**src/rtl/pixelbuffer_ctrl_pkg.sv**
```systemverilog
// Shared types and constants for the pixel window buffer frame sequencer.
// The optional flush stage is selected by PIXBUF_CTRL_FLUSH_EN.
package pixelbuffer_ctrl_pkg;

    localparam int unsigned DEF_PIX_W  = 8;
    localparam int unsigned DEF_ADDR_W = 13;
    localparam int unsigned DEF_DEPTH  = 8192;
    localparam int unsigned COORD_W    = 12;
    localparam int unsigned MIN_SIZE   = 3;
    localparam int unsigned RING_EXTRA = 3;

    typedef enum logic [1:0] {IDLE, RUN, FLUSH, DONE} state_t;
    typedef logic [COORD_W-1:0] coord_t;

endpackage

```
**src/rtl/pixelbuffer_ctrl_cnt.sv**
```systemverilog
// 2-D raster counter: x runs 0..size_x-1, then wraps and steps y; last_c flags the final position.
module pixelbuffer_ctrl_cnt
    import pixelbuffer_ctrl_pkg::*;
(
    input  logic   clk,
    input  logic   rst,
    input  logic   clr,
    input  logic   en,
    input  coord_t size_x,
    input  coord_t size_y,
    output coord_t x,
    output coord_t y,
    output logic   last_c
);

    coord_t x_q, x_d;
    coord_t y_q, y_d;
    logic   x_wrap_c;
    logic   y_wrap_c;

    assign x_wrap_c = (x_q == size_x - coord_t'(1));
    assign y_wrap_c = (y_q == size_y - coord_t'(1));

    always_comb begin
        x_d = x_q;
        y_d = y_q;
        if (clr) begin
            x_d = '0;
            y_d = '0;
        end else if (en) begin
            if (x_wrap_c) begin
                x_d = '0;
                y_d = y_wrap_c ? '0 : y_q + coord_t'(1);
            end else begin
                x_d = x_q + coord_t'(1);
            end
        end
    end

    always_ff @(posedge clk) begin
        if (!rst) begin
            x_q <= '0;
            y_q <= '0;
        end else begin
            x_q <= x_d;
            y_q <= y_d;
        end
    end

    assign x      = x_q;
    assign y      = y_q;
    assign last_c = x_wrap_c && y_wrap_c;

endmodule

```
**src/rtl/pixelbuffer_ctrl.sv**
```systemverilog
// Frame sequencer feeding the 3x3 window buffer and its line RAM ring; flags valid window centres.
// Define PIXBUF_CTRL_FLUSH_EN to append size_x+1 zero pixels so every centre gets a window.
module pixelbuffer_ctrl
    import pixelbuffer_ctrl_pkg::*;
#(
    parameter int unsigned PIX_W  = DEF_PIX_W,
    parameter int unsigned ADDR_W = DEF_ADDR_W,
    parameter int unsigned DEPTH  = DEF_DEPTH
) (
    input  logic              clk,
    input  logic              rst,
    input  logic              start,
    input  logic [11:0]       size_x,
    input  logic [11:0]       size_y,
    input  logic [PIX_W-1:0]  in_pixel,
    input  logic              in_valid,
    output logic              in_ready,
    output logic [PIX_W-1:0]  buf_pixel,
    output logic              buf_valid,
    output logic [ADDR_W-1:0] ram_addr,
    output logic              ram_ren,
    output logic              ram_wen,
    output logic              win_valid,
    output logic [11:0]       win_x,
    output logic [11:0]       win_y,
    output logic              win_border,
    output logic              busy,
    output logic              frame_done,
    output logic              err
);

    // One bit wider than the address so 2*size_x+3 and DEPTH never wrap.
    localparam int unsigned CMP_W = ADDR_W + 1;

    state_t             state_q, state_d;
    coord_t             sx_q, sx_d;
    coord_t             sy_q, sy_d;
    logic [PIX_W-1:0]   buf_pixel_q, buf_pixel_d;
    logic               buf_valid_q, buf_valid_d;
    logic [ADDR_W-1:0]  ram_addr_q, ram_addr_d;
    logic [CMP_W-1:0]   n_q, n_d;
    logic               win_valid_q, win_valid_d;
    coord_t             win_x_q, win_x_d;
    coord_t             win_y_q, win_y_d;
    logic               win_border_q, win_border_d;
    logic               busy_q, busy_d;
    logic               frame_done_q, frame_done_d;
    logic               err_q, err_d;
    coord_t             flush_cnt_q, flush_cnt_d;

    logic               hs_c, flush_beat_c, push_c, size_ok_c, in_last_c, win_last_c;
    logic [CMP_W-1:0]   ring_need_c, win_start_c;
    logic [ADDR_W-1:0]  ring_last_c;
    coord_t             in_x, in_y, wc_x, wc_y;
    logic               unused_c;

    assign in_ready     = (state_q == RUN);
    assign hs_c         = in_valid && in_ready;
    assign flush_beat_c = (state_q == FLUSH);
    assign push_c       = hs_c || flush_beat_c;

    assign ring_need_c = (CMP_W'(size_x) << 1) + CMP_W'(RING_EXTRA);
    assign size_ok_c   = (CMP_W'(size_x) >= CMP_W'(MIN_SIZE))
                      && (CMP_W'(size_y) >= CMP_W'(MIN_SIZE))
                      && (ring_need_c <= CMP_W'(DEPTH));
    assign ring_last_c = ADDR_W'((CMP_W'(sx_q) << 1) + CMP_W'(2));
    assign win_start_c = CMP_W'(sx_q) + CMP_W'(2);

    // Input raster position: detects the last accepted pixel.
    pixelbuffer_ctrl_cnt u_in_cnt (
        .clk    (clk),
        .rst    (rst),
        .clr    (state_q == IDLE),
        .en     (hs_c),
        .size_x (sx_q),
        .size_y (sy_q),
        .x      (in_x),
        .y      (in_y),
        .last_c (in_last_c)
    );

    // Window centre position: always points at the next centre to be issued.
    pixelbuffer_ctrl_cnt u_win_cnt (
        .clk    (clk),
        .rst    (rst),
        .clr    (state_q == IDLE),
        .en     (win_valid_d),
        .size_x (sx_q),
        .size_y (sy_q),
        .x      (wc_x),
        .y      (wc_y),
        .last_c (win_last_c)
    );

    assign unused_c = ^{in_x, in_y, win_last_c};

    always_comb begin
        state_d      = state_q;
        sx_d         = sx_q;
        sy_d         = sy_q;
        buf_pixel_d  = buf_pixel_q;
        buf_valid_d  = 1'b0;
        ram_addr_d   = ram_addr_q;
        n_d          = n_q;
        win_valid_d  = 1'b0;
        win_x_d      = win_x_q;
        win_y_d      = win_y_q;
        win_border_d = win_border_q;
        frame_done_d = 1'b0;
        err_d        = 1'b0;
        flush_cnt_d  = flush_cnt_q;

        if (push_c) begin
            buf_valid_d = 1'b1;
            buf_pixel_d = hs_c ? in_pixel : '0;
            if (n_q < win_start_c) begin
                n_d = n_q + CMP_W'(1);
            end
        end

        if (buf_valid_q) begin
            ram_addr_d  = (ram_addr_q == ring_last_c) ? '0 : ram_addr_q + ADDR_W'(1);
            win_valid_d = (n_q >= win_start_c);
        end

        if (win_valid_d) begin
            win_x_d      = wc_x;
            win_y_d      = wc_y;
            win_border_d = (wc_x == '0) || (wc_x == sx_q - coord_t'(1))
                        || (wc_y == '0) || (wc_y == sy_q - coord_t'(1));
        end

        case (state_q)
            IDLE: begin
                if (start) begin
                    if (size_ok_c) begin
                        sx_d        = size_x;
                        sy_d        = size_y;
                        n_d         = '0;
                        ram_addr_d  = '0;
                        flush_cnt_d = '0;
                        state_d     = RUN;
                    end else begin
                        err_d = 1'b1;
                    end
                end
            end
            RUN: begin
                if (hs_c && in_last_c) begin
`ifdef PIXBUF_CTRL_FLUSH_EN
                    state_d = FLUSH;
`else
                    state_d = DONE;
`endif
                end
            end
`ifdef PIXBUF_CTRL_FLUSH_EN
            FLUSH: begin
                flush_cnt_d = flush_cnt_q + coord_t'(1);
                if (flush_cnt_q == sx_q) begin
                    state_d = DONE;
                end
            end
`endif
            DONE: begin
                // Leave only once the last window flag has been presented.
                if (!buf_valid_q && !win_valid_q) begin
                    frame_done_d = 1'b1;
                    state_d      = IDLE;
                end
            end
            default: state_d = IDLE;
        endcase

        busy_d = (state_d != IDLE);
    end

    always_ff @(posedge clk) begin
        if (!rst) begin
            state_q      <= IDLE;
            sx_q         <= '0;
            sy_q         <= '0;
            buf_pixel_q  <= '0;
            buf_valid_q  <= 1'b0;
            ram_addr_q   <= '0;
            n_q          <= '0;
            win_valid_q  <= 1'b0;
            win_x_q      <= '0;
            win_y_q      <= '0;
            win_border_q <= 1'b0;
            busy_q       <= 1'b0;
            frame_done_q <= 1'b0;
            err_q        <= 1'b0;
            flush_cnt_q  <= '0;
        end else begin
            state_q      <= state_d;
            sx_q         <= sx_d;
            sy_q         <= sy_d;
            buf_pixel_q  <= buf_pixel_d;
            buf_valid_q  <= buf_valid_d;
            ram_addr_q   <= ram_addr_d;
            n_q          <= n_d;
            win_valid_q  <= win_valid_d;
            win_x_q      <= win_x_d;
            win_y_q      <= win_y_d;
            win_border_q <= win_border_d;
            busy_q       <= busy_d;
            frame_done_q <= frame_done_d;
            err_q        <= err_d;
            flush_cnt_q  <= flush_cnt_d;
        end
    end

    assign buf_pixel  = buf_pixel_q;
    assign buf_valid  = buf_valid_q;
    assign ram_addr   = ram_addr_q;
    assign ram_ren    = buf_valid_q;
    assign ram_wen    = buf_valid_q;
    assign win_valid  = win_valid_q;
    assign win_x      = win_x_q;
    assign win_y      = win_y_q;
    assign win_border = win_border_q;
    assign busy       = busy_q;
    assign frame_done = frame_done_q;
    assign err        = err_q;

endmodule

```
**config.mk**
```make
export PLATFORM = sky130hd
export DESIGN_NAME = pixelbuffer_ctrl
export DESIGN_NICKNAME = d
export VERILOG_FILES = /design/src/rtl/pixelbuffer_ctrl_pkg.sv /design/src/rtl/pixelbuffer_ctrl_cnt.sv /design/src/rtl/pixelbuffer_ctrl.sv
export SDC_FILE = /design/constraint.sdc
export NUM_CORES = 1
export LEC_CHECK = 0
export ABC_AREA = 1
export ABC_CLOCK_PERIOD_IN_PS = 3000
export CORE_UTILIZATION = 50
export CTS_CLUSTER_SIZE = 25
export DETAILED_ROUTE_END_ITERATION = 10
export PLACE_DENSITY = 0.72
export SLEW_MARGIN = 20
export SYNTH_ARGS = -nofsm -noshare
export SYNTH_HDL_FRONTEND = slang
export SYNTH_SLANG_ARGS = --single-unit
```
**constraint.sdc**
```tcl
create_clock -name clk -period 3 [get_ports clk]
set_clock_uncertainty 0.05 [all_clocks]
set_input_delay 0.3 -clock clk [delete_from_list [all_inputs] [get_ports clk]]
set_output_delay 0.3 -clock clk [all_outputs]
set_load 0.05 [all_outputs]
```
# == Word level (Yosys, flattened, before mapping) ==
# Cells that the tools add are included.
# totals
wordCells,89
input_bits,36
ff_bits,139
out_inout_bits,54
# op_classes
n_reduce_logical,22
muxes,24
addsub,11
n_bitwise,1
magnitude_cmp,5
n_eq_ne,8
# op_table
op,count
2-to-1 mux 14 bit,5
2-to-1 mux 13 bit,5
"adder 12 x 1 -> 12 bit, second input constant",4
equality test 12 bit,4
2-to-1 mux 12 bit,4
">= comparator 12 x 2 -> 1 bit, second input constant",2
zero test 12 bit,2
"subtractor 12 x 1 -> 12 bit, second input constant",2
"adder 13 x 2 -> 14 bit, second input constant",1
"adder 14 x 1 -> 14 bit, second input constant",1
>= comparator 14 x 13 -> 1 bit,1
"<= comparator 14 bit, second input constant",1
< comparator 14 x 13 -> 1 bit,1
"adder 12 x 2 -> 13 bit, second input constant",1
"adder 13 x 1 -> 13 bit, second input constant",1
"adder 13 x 2 -> 13 bit, second input constant",1
equality test 13 bit,1
2-to-1 mux 2 bit,4
2-to-1 mux 8 bit,1
logical AND 1 bit,6
case mux 2 bit (3 select lines),1
AND reduction 2 bit,3
AND reduction 3 bit,2
"equality test 2 bit, second input constant",2
other kinds (8),15

# == Longest topological paths before layout ==
# depth
depth_word,7
ltp_mapped,22

# == By module ==
# From an unflattened synthesis, not the netlist that was laid out.
# unflattened
cells_unflattened,1825
area_unflattened_um2,10816.6
# by_module_without_submodules
module,cells_each,area_each_um2,instances
pixelbuffer_ctrl,849,5504.0,1
pixelbuffer_ctrl_cnt,488,2656.3,2

# == Worst setup path before layout ==
# No wires, ideal clock.
# synth_timing
path_type,register -> register
startpoint,register sx_q[1]
endpoint,"register u_win_cnt.x_q[10], in the netlist u_win_cnt.x[10]"
arrival_time_ps,2551
path_stages_with_launch,20
setup_time_ps,118
path_slack_ps,281
synth_period_minus_slack_ps,2719
path_cell_list,dfxtp_1 -> ha_1 -> nand2_1 -> nor3_1 -> inv_1 -> nor3_1 -> a21oi_1 -> ha_1 -> nand2_1 -> inv_1 -> nand3_1 -> nor2_1 -> nand3b_1 -> nand3_1 -> nand2_1 -> inv_2 -> buf_2 -> nand4_1 -> nand2_2 -> nor2_1
# synth_via
elab_chain_len,3
word_cells_on_any_way,6
cone_classes,add/sub: 2; order compare: 1; eq/ne: 1; mux: 2
# synth_rtl
element,line_no,source
from (decl),pixelbuffer_ctrl.sv:36,"coord_t sx_q, sx_d;"
from (signal assigned),pixelbuffer_ctrl.sv:181,sx_q <= '0;
from (signal assigned),pixelbuffer_ctrl.sv:197,sx_q <= sx_d;
adder 12 x 2 -> 13 bit or subtractor 12 x 1 -> 12 bit (tied branches),"pixelbuffer_ctrl.sv:67, pixelbuffer_ctrl_cnt.sv:21",
>= comparator 14 x 13 -> 1 bit or equality test 12 bit (tied branches),"pixelbuffer_ctrl.sv:123, pixelbuffer_ctrl_cnt.sv:21",
2-to-1 mux 1 bit or 2-to-1 mux 12 bit (tied branches),"pixelbuffer_ctrl.sv:121, pixelbuffer_ctrl_cnt.sv:31",
to (signal assigned),pixelbuffer_ctrl_cnt.sv:42,x_q <= '0;
to (signal assigned),pixelbuffer_ctrl_cnt.sv:45,x_q <= x_d;
to (decl),pixelbuffer_ctrl_cnt.sv:16,"coord_t x_q, x_d;"
# Several ways; a longest one is shown, not always the timed one.
# A chain may end at the register's enable or synchronous reset.

# == Worst setup path after layout ==
# layout_timing
startpoint,register sx_q[1]
endpoint,"register u_win_cnt.y_q[5], in the netlist u_win_cnt.y[5]"
# layout_via
elab_chain_len,4
word_cells_on_any_way,6
cone_classes,add/sub: 2; order compare: 1; eq/ne: 1; mux: 1; reduce/logical: 1
# layout_rtl
element,line_no,source
adder 12 x 2 -> 13 bit,pixelbuffer_ctrl.sv:67,assign win_start_c = CMP_W'(sx_q) + CMP_W'(2);
>= comparator 14 x 13 -> 1 bit,pixelbuffer_ctrl.sv:123,win_valid_d = (n_q >= win_start_c);
2-to-1 mux 1 bit,pixelbuffer_ctrl.sv:121,if (buf_valid_q) begin
AND reduction 2 bit (no line) (*),n/a,
to (signal assigned),pixelbuffer_ctrl_cnt.sv:46,y_q <= y_d;
to (decl),pixelbuffer_ctrl_cnt.sv:17,"coord_t y_q, y_d;"
# Every way passes the cells marked *; elsewhere a longest branch is shown, timed or not.

==> flow_metrics.tcl <==
set metrics [dict create \
    die_h_um 135.3 \
    clockRootBuffer "clkbuf_16" \
    final_antenna_net_count 0 \
    drc_errors 0 \
    fin_area_um2 10780 \
    combinationalPowerShare_pct 19.0 \
    viasPerCell 5.318 \
    floorplan.initialDensity_pct 51.36 \
    diodes 0 \
    period_share_pct 94.02 \
    rr_endpoint "u_win_cnt.y[5]" \
    postSynthCellCount 1351 \
    wl_per_cell_um 15.53 \
    die_area_um2 18300 \
    busiest_layer "met2" \
    rows 48 \
    ir_drop_mv 0.6011 \
    run_status "finished, final reports clean" \
    power_frac_seq_pct 38.7 \
    met1_usage_pct 43.38 \
    clkTransAtPathRegs_ps 70 \
    cp_max_fo 10 \
    grt_pass1_vias 8210 \
    globalplace.congestion 0.9641 \
    ys_ff_latch 139 \
    nets 1522 \
    layout_setup_ws_ps 179.5 \
    antenna_found_initial 0 \
    grt_pass1_wl_mm 42.08 \
    hpwl_mm 20.24 \
    fin_crit_ps 2821 \
    cp-start-kind "register" \
    dr.pass1.iters 7 \
    dp_slack_ps 0.1377 \
    drtIter0Drc 833 \
    finalSetupViolCount 0 \
    p_int_uw 3388 \
    wirelength_mm 26.37 \
    power.leakage_uw 0.004328 \
    critPathSlowestCell "dfxtp_1" \
    worst_pin_slew_ps 654.1 \
    slew_headroom_pct 56.34 \
    cts_buffer_depth 2 \
    worstSkewPairLatency_ps 430 \
    nFillCells 1629 \
    ios 90 \
    use_met3_pct 4.976 \
    finalHoldViolations 0 \
    max_freq_ghz 0.3545 \
    crit_arrival_ps 3070 \
    p_sw_uw 1588 \
    netlist_area_um2 8884 \
    p_clk_share_pct 42.3 \
    crit_chain "ha_1 -> nand2_1 -> nor3_1 -> inv_1 -> nor3_2 -> a21oi_1 -> ha_1 -> nand2_1 -> inv_1 -> nand3_1 -> nor2_2 -> nand3b_1 -> nand3_2 -> nand2_1 -> inv_4 -> nand3_4 -> buf_4 -> nand2_1 -> a21oi_2" \
    worstReg2RegStart "sx_q[1]" \
    cpPeakStageDelay_ps 360 \
    cp-end-kind "register" \
    netSwitchingFraction_pct 31.92 \
    place_area_um2 10120 \
    path_common_cell "nand2_1" \
    core_um2 17300 \
    cp-startpoint "sx_q[1]" \
    drive_gt1_share_pct 10.45 \
    worstSetupPathType "register to register" \
    power.density_nw_per_um2 461.8 \
    track_usage_pct 29.62 \
    ys_seq_area_share_pct 31.32 \
    grt_max_degree 47 \
    hp-class "input pin to register" \
    syn-mean-instance-area_um2 6.576 \
    hold_depth 3 \
    drv_cap 0 \
    portBuffers 89 \
    htree_levels 4 \
    grt_util_met2_pct 44.84 \
    syn-num-nets 1413 \
    drv_slew 0 \
    cts_sinks 139 \
    reg2reg_slack_ps 180 \
    cts_tree "built" \
    yosysUniqueCellTypes 39 \
    syn_to_final_growth_pct 21.31 \
    die_x_um 135.3 \
    regArea_um2 2785 \
    cts-buffers-inserted 17 \
    vias 9030 \
    ff2ff_path_depth 19 \
    cts_hold_buf 0 \
    yosys_warnings 0 \
    cp-endpoint "u_win_cnt.y[5]" \
    required_ps 3250 \
    multi_input_area_um2 5260 \
    overflow 0 \
]
## sequential cells by signal, indices dropped and copies added (netlist names)
signal / count
win_x: 12
win_y: 12
frame_done: 1
state_q: 2
buf_pixel: 8
u_in_cnt.x: 12
sx_q: 12
u_in_cnt.y: 12
buf_valid: 1
u_win_cnt.y: 12
sy_q: 12
win_valid: 1
win_border: 1
ram_addr: 13
err: 1
u_win_cnt.x: 12
busy: 1
n_q: 14
## per-layer routing
layer  wire, um  vias up
met5          0        -
met4        323        0
met3       2028       24
met2      11200      325
met1      12810     4121
li1           -     4560
## kinds of logic (layout without fill, tap and decap cells)
group	count (synthesis)	count (layout)	share of synthesized area [%]
adder cells (fa/ha/maj)	26	26	3.662
XOR/XNOR	73	73	7.507
flip-flops	139	139	31.32
buffers and inverters	211	333	9.943
AND/OR/NAND/NOR	726	726	36.85
AO/OA/AOI/OAI	176	176	10.72
## stage by stage
| step | hold WS (ps) | instances | power, uW | utilization (%) | TNS (ps) |
|---|---|---|---|---|---|
| 3_3_place_gp | 399.5 | 1663 | 2881 | 58.50 | 0 |
| 2_1_floorplan | 389.2 | 1351 | 2609 | - | 0 |
| 4_1_cts | 368.0 | 1695 | 4975 | 61.89 | 0 |
| 3_5_place_dp | 406.1 | 1663 | 2887 | 58.50 | 0 |
| 5_1_grt | 401.4 | 1698 | 5186 | 62.30 | -19.72 |
| 6_report | 379.7 | 1698 | 4977 | 62.30 | 0 |
## cell type report
class,count,area share (%)
multi-input cells,1001,48.81
repair buffers,130,11.27
flip-flops and latches,139,25.84
clock inverters,14,1.405
well taps,225,2.612
clock buffers,18,3.982
inverters,171,6.072
## worst min path at each step
| stage | startpoint | to |
|---|---|---|
| final | in_pixel[1] | buf_pixel[1] |
| after detailed placement | buf_pixel[1] | buf_pixel[1] |
| after CTS | in_pixel[1] | buf_pixel[1] |
| after global placement | buf_pixel[4] | buf_pixel[4] |
| after floorplan | start | err |
| after global routing | in_pixel[0] | buf_pixel[0] |
## cells in the mapped netlist (all sizes together)
cell | number | area share [%]
a211oi | 2 | 0.17
a21oi | 101 | 6.2
buf | 22 | 1.9
clkbuf | 18 | 0.76
clkinv | 2 | 0.098
dfxtp | 139 | 31
ha | 26 | 3.7
inv | 169 | 7.2
nand2 | 350 | 16
nand3 | 126 | 7.3
nand3b | 2 | 0.17
nand4 | 26 | 1.8
nor2 | 169 | 8.6
nor2b | 1 | 0.070
nor3 | 39 | 2.2
nor4 | 12 | 0.85
o21ai | 68 | 3.9
o21bai | 2 | 0.17
o22ai | 2 | 0.14
o31ai | 1 | 0.085
or2 | 1 | 0.070
xnor2 | 15 | 1.5
xnor3 | 2 | 0.51
xor2 | 56 | 5.5
## critical path, delay by kind of cell, from the launching register on
kind,cells,cell delay (ps)
AND/OR/NAND/NOR,11,1170
buffers and inverters,4,520
flip-flops,1,360
AO/OA/AOI/OAI,2,130
adder cells (fa/ha/maj),2,470
## repair_timing
action,in CTS,in global routing
buffers inserted,0,3
resized for setup,2,12
setup endpoints to repair,4,56
pin swaps,0,1
## power by group through the flow
stage	clock network, uW	registers, uW	logic, uW
2_1_floorplan	0	1980	630
3_3_place_gp	0	1970	916
3_5_place_dp	0	1970	921
4_1_cts	2120	1930	928
5_1_grt	2210	1930	1050
6_report	2100	1930	947
## placed cells by master (no fill, tap or decap), types with 6 or more instances in the layout
master,n
nand2_2,19
a21oi_2,13
nand3_1,121
inv_1,161
clkdlybuf4s50_1,89
a21oi_1,88
nand4_1,26
xnor2_1,15
nor3_1,36
inv_2,6
nor2_2,11
nor4_1,12
nor2_4,9
ha_1,26
clkbuf_16,17
dfxtp_1,137
nor2_1,146
xor2_1,56
nand2_1,326
inv_6,6
o21ai_0,65
buf_4,39
No activity file was read; power rests on OpenSTA's default activity.
==> RTL edit 1, RTL diff (same flow settings) <==
Re-encode `state_t` (4 states) as Gray code, 2 bits wide.
--- a/src/rtl/pixelbuffer_ctrl_pkg.sv
+++ b/src/rtl/pixelbuffer_ctrl_pkg.sv
@@ -11,3 +11,3 @@
 
-    typedef enum logic [1:0] {IDLE, RUN, FLUSH, DONE} state_t;
+    typedef enum logic [1:0] {IDLE = 2'b00, RUN = 2'b01, FLUSH = 2'b11, DONE = 2'b10} state_t;
     typedef logic [COORD_W-1:0] coord_t;
Formal check against the unedited RTL: same outputs for any inputs over 10 cycles, from zero or initial values and one cycle with rst low; not proved beyond that.
==> RTL edit 1 against the unedited design <==
Final area decreased by 1.7%. Sequential cell count stayed put. Count of clock-buffer cells in the layout fell by 1. Worst setup slack lost 39 ps. Routed wire length is 9.6% lower. Area after synthesis fell by 3.1%. Total power up 1.4%. Clock power grew 8%. Maximum frequency down 1.4%. Critical endpoint is now n_q[13]$_SDFF_PN0_. Largest cell class unchanged.
==> RTL edit 1: results (changes against the unedited design) <==
Logic synthesis
  – Synth warn: 0 (unchanged)
  – Post-synth ARST share: 0% (unchanged)
  – Synth top area cells: dfxtp_1 (32%), nand2_1 (15%), xor2_1 (6.6%)
  – Post-synthesis sequential area ratio: 32.3% (+1.0 points)
  – Top FF cell, synth: dfxtp_1
  – Cell variety after synth: 45 (+15%)
  – Post-Synthesis Net Count: 1361 (-3.7%)
  – Mapped Cells: 1299 (-3.8%)
  – Synth cell count leaders: nand2_1 (338), dfxtp_1 (139), inv_1 (136)

Layout
  – Final net count: 1467 (-3.6%)
  – Biggest register: n_q
  – Antenna Cells: 0 (unchanged)
  – Max reg flops: 14 (unchanged)
  – Fraction of layout cells with a size suffix above 1: 11.2% (+0.76 points)
  – Filler instances: 1575 (-3.3%)

Global routing
  – Largest net degree at the start of global routing: 48 (+2.1%)
  – Initial antenna violation count: 0 (unchanged)
  – Global route overflow: 0 (unchanged)
  – Global-route wire length before repair: 38900 um (-7.5%)
  – Global Route Usage Sum: 27.3% (-2.3 points)
  – Number of global-route vias before repair: 8041 (-2.1%)

Clocking
  – Max clock buf depth: 2 (unchanged)
  – Root Driver: clkbuf_16
  – Clk slew on worst S/H paths: 60 ps
  – Clock H-tree levels: 4 (unchanged)
  – Clk_lat worst skew: 430 ps (about the same)
  – Num CTS Buffers: 17 (unchanged)

Drt
  – Total routed wirelength: 23800 um (-9.6%)
  – Routed vias: 8667 (-4.0%)
  – Via density: 5.29 (-0.50%)
  – 1st-iter DRT viols: 551 (-34%)
  – Drt pass-1 iters: 6 (-1)
  – ANT nets after route: 0 (unchanged)

Placement
  – DP Wirelength: 18000 um (-11%)
  – RePlAce Congestion: 0.943 (-2.2%)
  – Port bufs: 89 (unchanged)
  – Post-Place Cells: 1605 (-3.5%)
  – Place WS: -86.0 ps (-86.1 ps)

Pwr
  – Worst vdd ir: 0.501 mV (-17%)
  – Pleak: 4.16 nW (-3.9%)

Worst setup path
  – CP Data Arrival Time: 3180 ps (+110 ps)
  – Crit-path max FO: 5 (-5)

Outcome
  – Outcome: completed

STA
  – Worst-Margin Slew: 938 ps (+283 ps)

Worst hold path
  – Hold crit path type: in -> reg
RTL edit 1: final cells by class:
class	instances	area share, %
clock buffer	17	4.01
clock inverter	15	1.89
inverter	154	5.51
multi-input combinational	970	48.6
sequential	139	26.3
tap	220	2.60
timing repair buffer	123	11.1
RTL edit 1: where the power goes:
part           switching (mW)  internal [mW]
clock network           0.917           1.34
logic                   0.561          0.311
registers              0.0356           1.88
RTL edit 1: what timing repair did:
action / 4_1_cts / 5_1_grt
setup buffers: 0 / 1
pin swaps: 0 / 7
gates resized for setup: 8 / 33
endpoints found under the setup margin: 39 / 59
RTL edit 1: logic make-up after synthesis:
kind of cell    Yosys count  share of synthesized area, %
buf+inv                 190                          9.16
flops                   139                          32.3
compound gates          173                          10.6
simple gates            691                          35.8
fa+ha+maj                26                          3.78
xor+xnor                 80                          8.32
RTL edit 1: worst max-delay path, stage by stage, from the launching register on:
cell     delay [ps]
dfxtp_4         370
inv_2            60
nor3_4          180
buf_4           150
nand3_1          70
xor2_1          150
ha_1            320
a21oi_2         160
o21ai_1          90
a21oi_2         130
buf_4           140
nand3_2         120
buf_6           170
inv_2            70
nand4_1         170
nor2_2          180
nand2_1          60
nand2_1          60
nand2_1          40
inv_1            50
RTL edit 1: stage by stage:
step                      area, sq um  hold WS [ps]
after floorplan                  8600           370
after global placement           9820           392
after detailed placement         9820           388
after CTS                       10500           369
after global routing            10600           386
final                           10600           376
RTL edit 1: worst paths after layout:
check	from	endpoint	slack (ps)	cells after the start
hold reg to reg	state_q[0]$_SDFF_PN0_	frame_done$_SDFF_PN0_	400	1
hold / removal	in_pixel[3]	buf_pixel[3]$_SDFFE_PN0N_	380	3
setup / recovery	sx_q[3]$_SDFFE_PN0P_	n_q[13]$_SDFF_PN0_	140	19
setup reg to reg	sx_q[3]$_SDFFE_PN0P_	n_q[13]$_SDFF_PN0_	140	19
RTL edit 1: layer usage:
| layer | wire length [um] | share of wire [%] | up-vias | track usage [%] |
|---|---|---|---|---|
| met5 | 0 | 0 | - | 0 |
| li1 | - | - | 4395 | - |
| met1 | 10500 | 44 | 3991 | 33.7 |
| met2 | 11800 | 49 | 224 | 47.9 |
| met3 | 960 | 4.0 | 57 | 4.57 |
| met4 | 565 | 2.4 | 0 | 9.53 |
==> RTL edit 2, RTL diff (same flow settings) <==
Without the edit above. The package constant `DEF_ADDR_W` goes from 13 to 11.
--- a/src/rtl/pixelbuffer_ctrl_pkg.sv
+++ b/src/rtl/pixelbuffer_ctrl_pkg.sv
@@ -5,3 +5,3 @@
     localparam int unsigned DEF_PIX_W  = 8;
-    localparam int unsigned DEF_ADDR_W = 13;
+    localparam int unsigned DEF_ADDR_W = 11;
     localparam int unsigned DEF_DEPTH  = 8192;
Interface: changed (resized ram_addr); port bits go from 90 to 88. The function was not compared with the original's and may differ.
==> RTL edit 2 against the unedited design <==
Final area down 43%. First-iteration DRC count down 82%. Sequential cell count down 28. Synthesized cell count down 44%. Worst setup slack better by 530 ps. Total power down 51%. Routed wire length down 59%. Die area down 40%. Area after synthesis down 40%.
==> RTL edit 2: results (changes against the unedited design) <==
Outcome
  – Outcome: completed

STA
  – Worst-Margin Slew: 686 ps (+31.9 ps)

Drt
  – 1st-iter DRT viols: 149 (-82%)
  – Drt pass-1 iters: 5 (-2)
  – WL/cell: 11.4 um (-26%)
  – Met3 wire length: 503 um (-75%)

Placement
  – DP Wirelength: 7830 um (-61%)
  – RePlAce Congestion: 0.883 (-8.4%)
  – Place WS: 975 ps (+975 ps)
  – Post-Place Cells: 934 (-44%)
  – Post-DP Area: 5970 sq um (-41%)

Clocking
  – Root Driver: clkbuf_8
  – Clock H-tree levels: 3 (-1)
  – Clk_lat worst skew: 360 ps (-70 ps)
  – Num CTS Buffers: 9 (-8)
  – CTS resizes: 0 (-2)

Global routing
  – Number of global-route vias before repair: 4430 (-46%)
  – Global-route wire length before repair: 18900 um (-55%)
  – Global Route Usage Sum: 20.6% (-9.0 points)
  – Met2 Use GR: 37.6% (-7.3 points)
  – Largest net degree at the start of global routing: 39 (-17%)

Worst setup path
  – Family with the most delay on the worst path: buffers and inverters
  – CP Data Arrival Time: 1940 ps (-1130 ps)
  – RR Endpoint: win_border$_SDFFE_PN0P_
  – Depth of the worst register-to-register path: 8 (-11)
  – Reg2reg setup slack: 970 ps (+790 ps)

Pwr
  – Pleak: 2.30 nW (-47%)
  – Worst vdd ir: 0.270 mV (-55%)
  – Sequential group power: 1.47 mW (-24%)
  – Sw frac: 20.6% (-11 points)
  – Net Sw Power: 501 uW (-68%)

Layout
  – Final net count: 855 (-44%)
  – Fraction of layout cells with a size suffix above 1: 7.74% (-2.7 points)

Worst hold path
  – Number of cells on the worst hold path: 2 (-1)
  – Hold crit path type: reg -> reg

Logic synthesis
  – Synth top area cells: dfxtp_1 (42%), nand2_1 (12%), nor2_1 (9.9%)
  – Synth cell count leaders: nand2_1 (172), nor2_1 (140), dfxtp_1 (111)
  – Cell variety after synth: 42 (+7.7%)
[RTL edit 2: changes by cell type after synthesis, moves of 12 or more]
cell,before,now
o21ai_0,65,28
inv_1,161,78
a21oi_1,88,43
nand3_1,122,38
xnor2_1,15,3
dfxtp_1,139,111
nor3_1,39,21
xor2_1,56,9
clkbuf_1,18,5
nand2_1,326,172
ha_1,26,10
[RTL edit 2: area by class of cell]
cell class	instances	area (sq um)	area share [%]
Clock buffer	13	159	2.57
Clock inverter	3	47.5	0.769
Inverter	84	317	5.12
Multi-Input combinational cell	537	2610	42.3
Sequential cell	111	2220	36.0
Tap cell	136	170	2.75
Timing Repair Buffer	66	653	10.6
[RTL edit 2: logic make-up (layout without fill, tap and decap cells)]
family | after synthesis | after routing | share of synthesized area (%)
DFF | 111 | 111 | 42.0
AOI/OAI and AO/OA | 93 | 93 | 9.92
buffers and inverters | 108 | 166 | 8.70
and+or+nand+nor | 422 | 422 | 35.1
xor gates and xnor gates | 12 | 12 | 1.99
adders and majority gates | 10 | 10 | 2.36
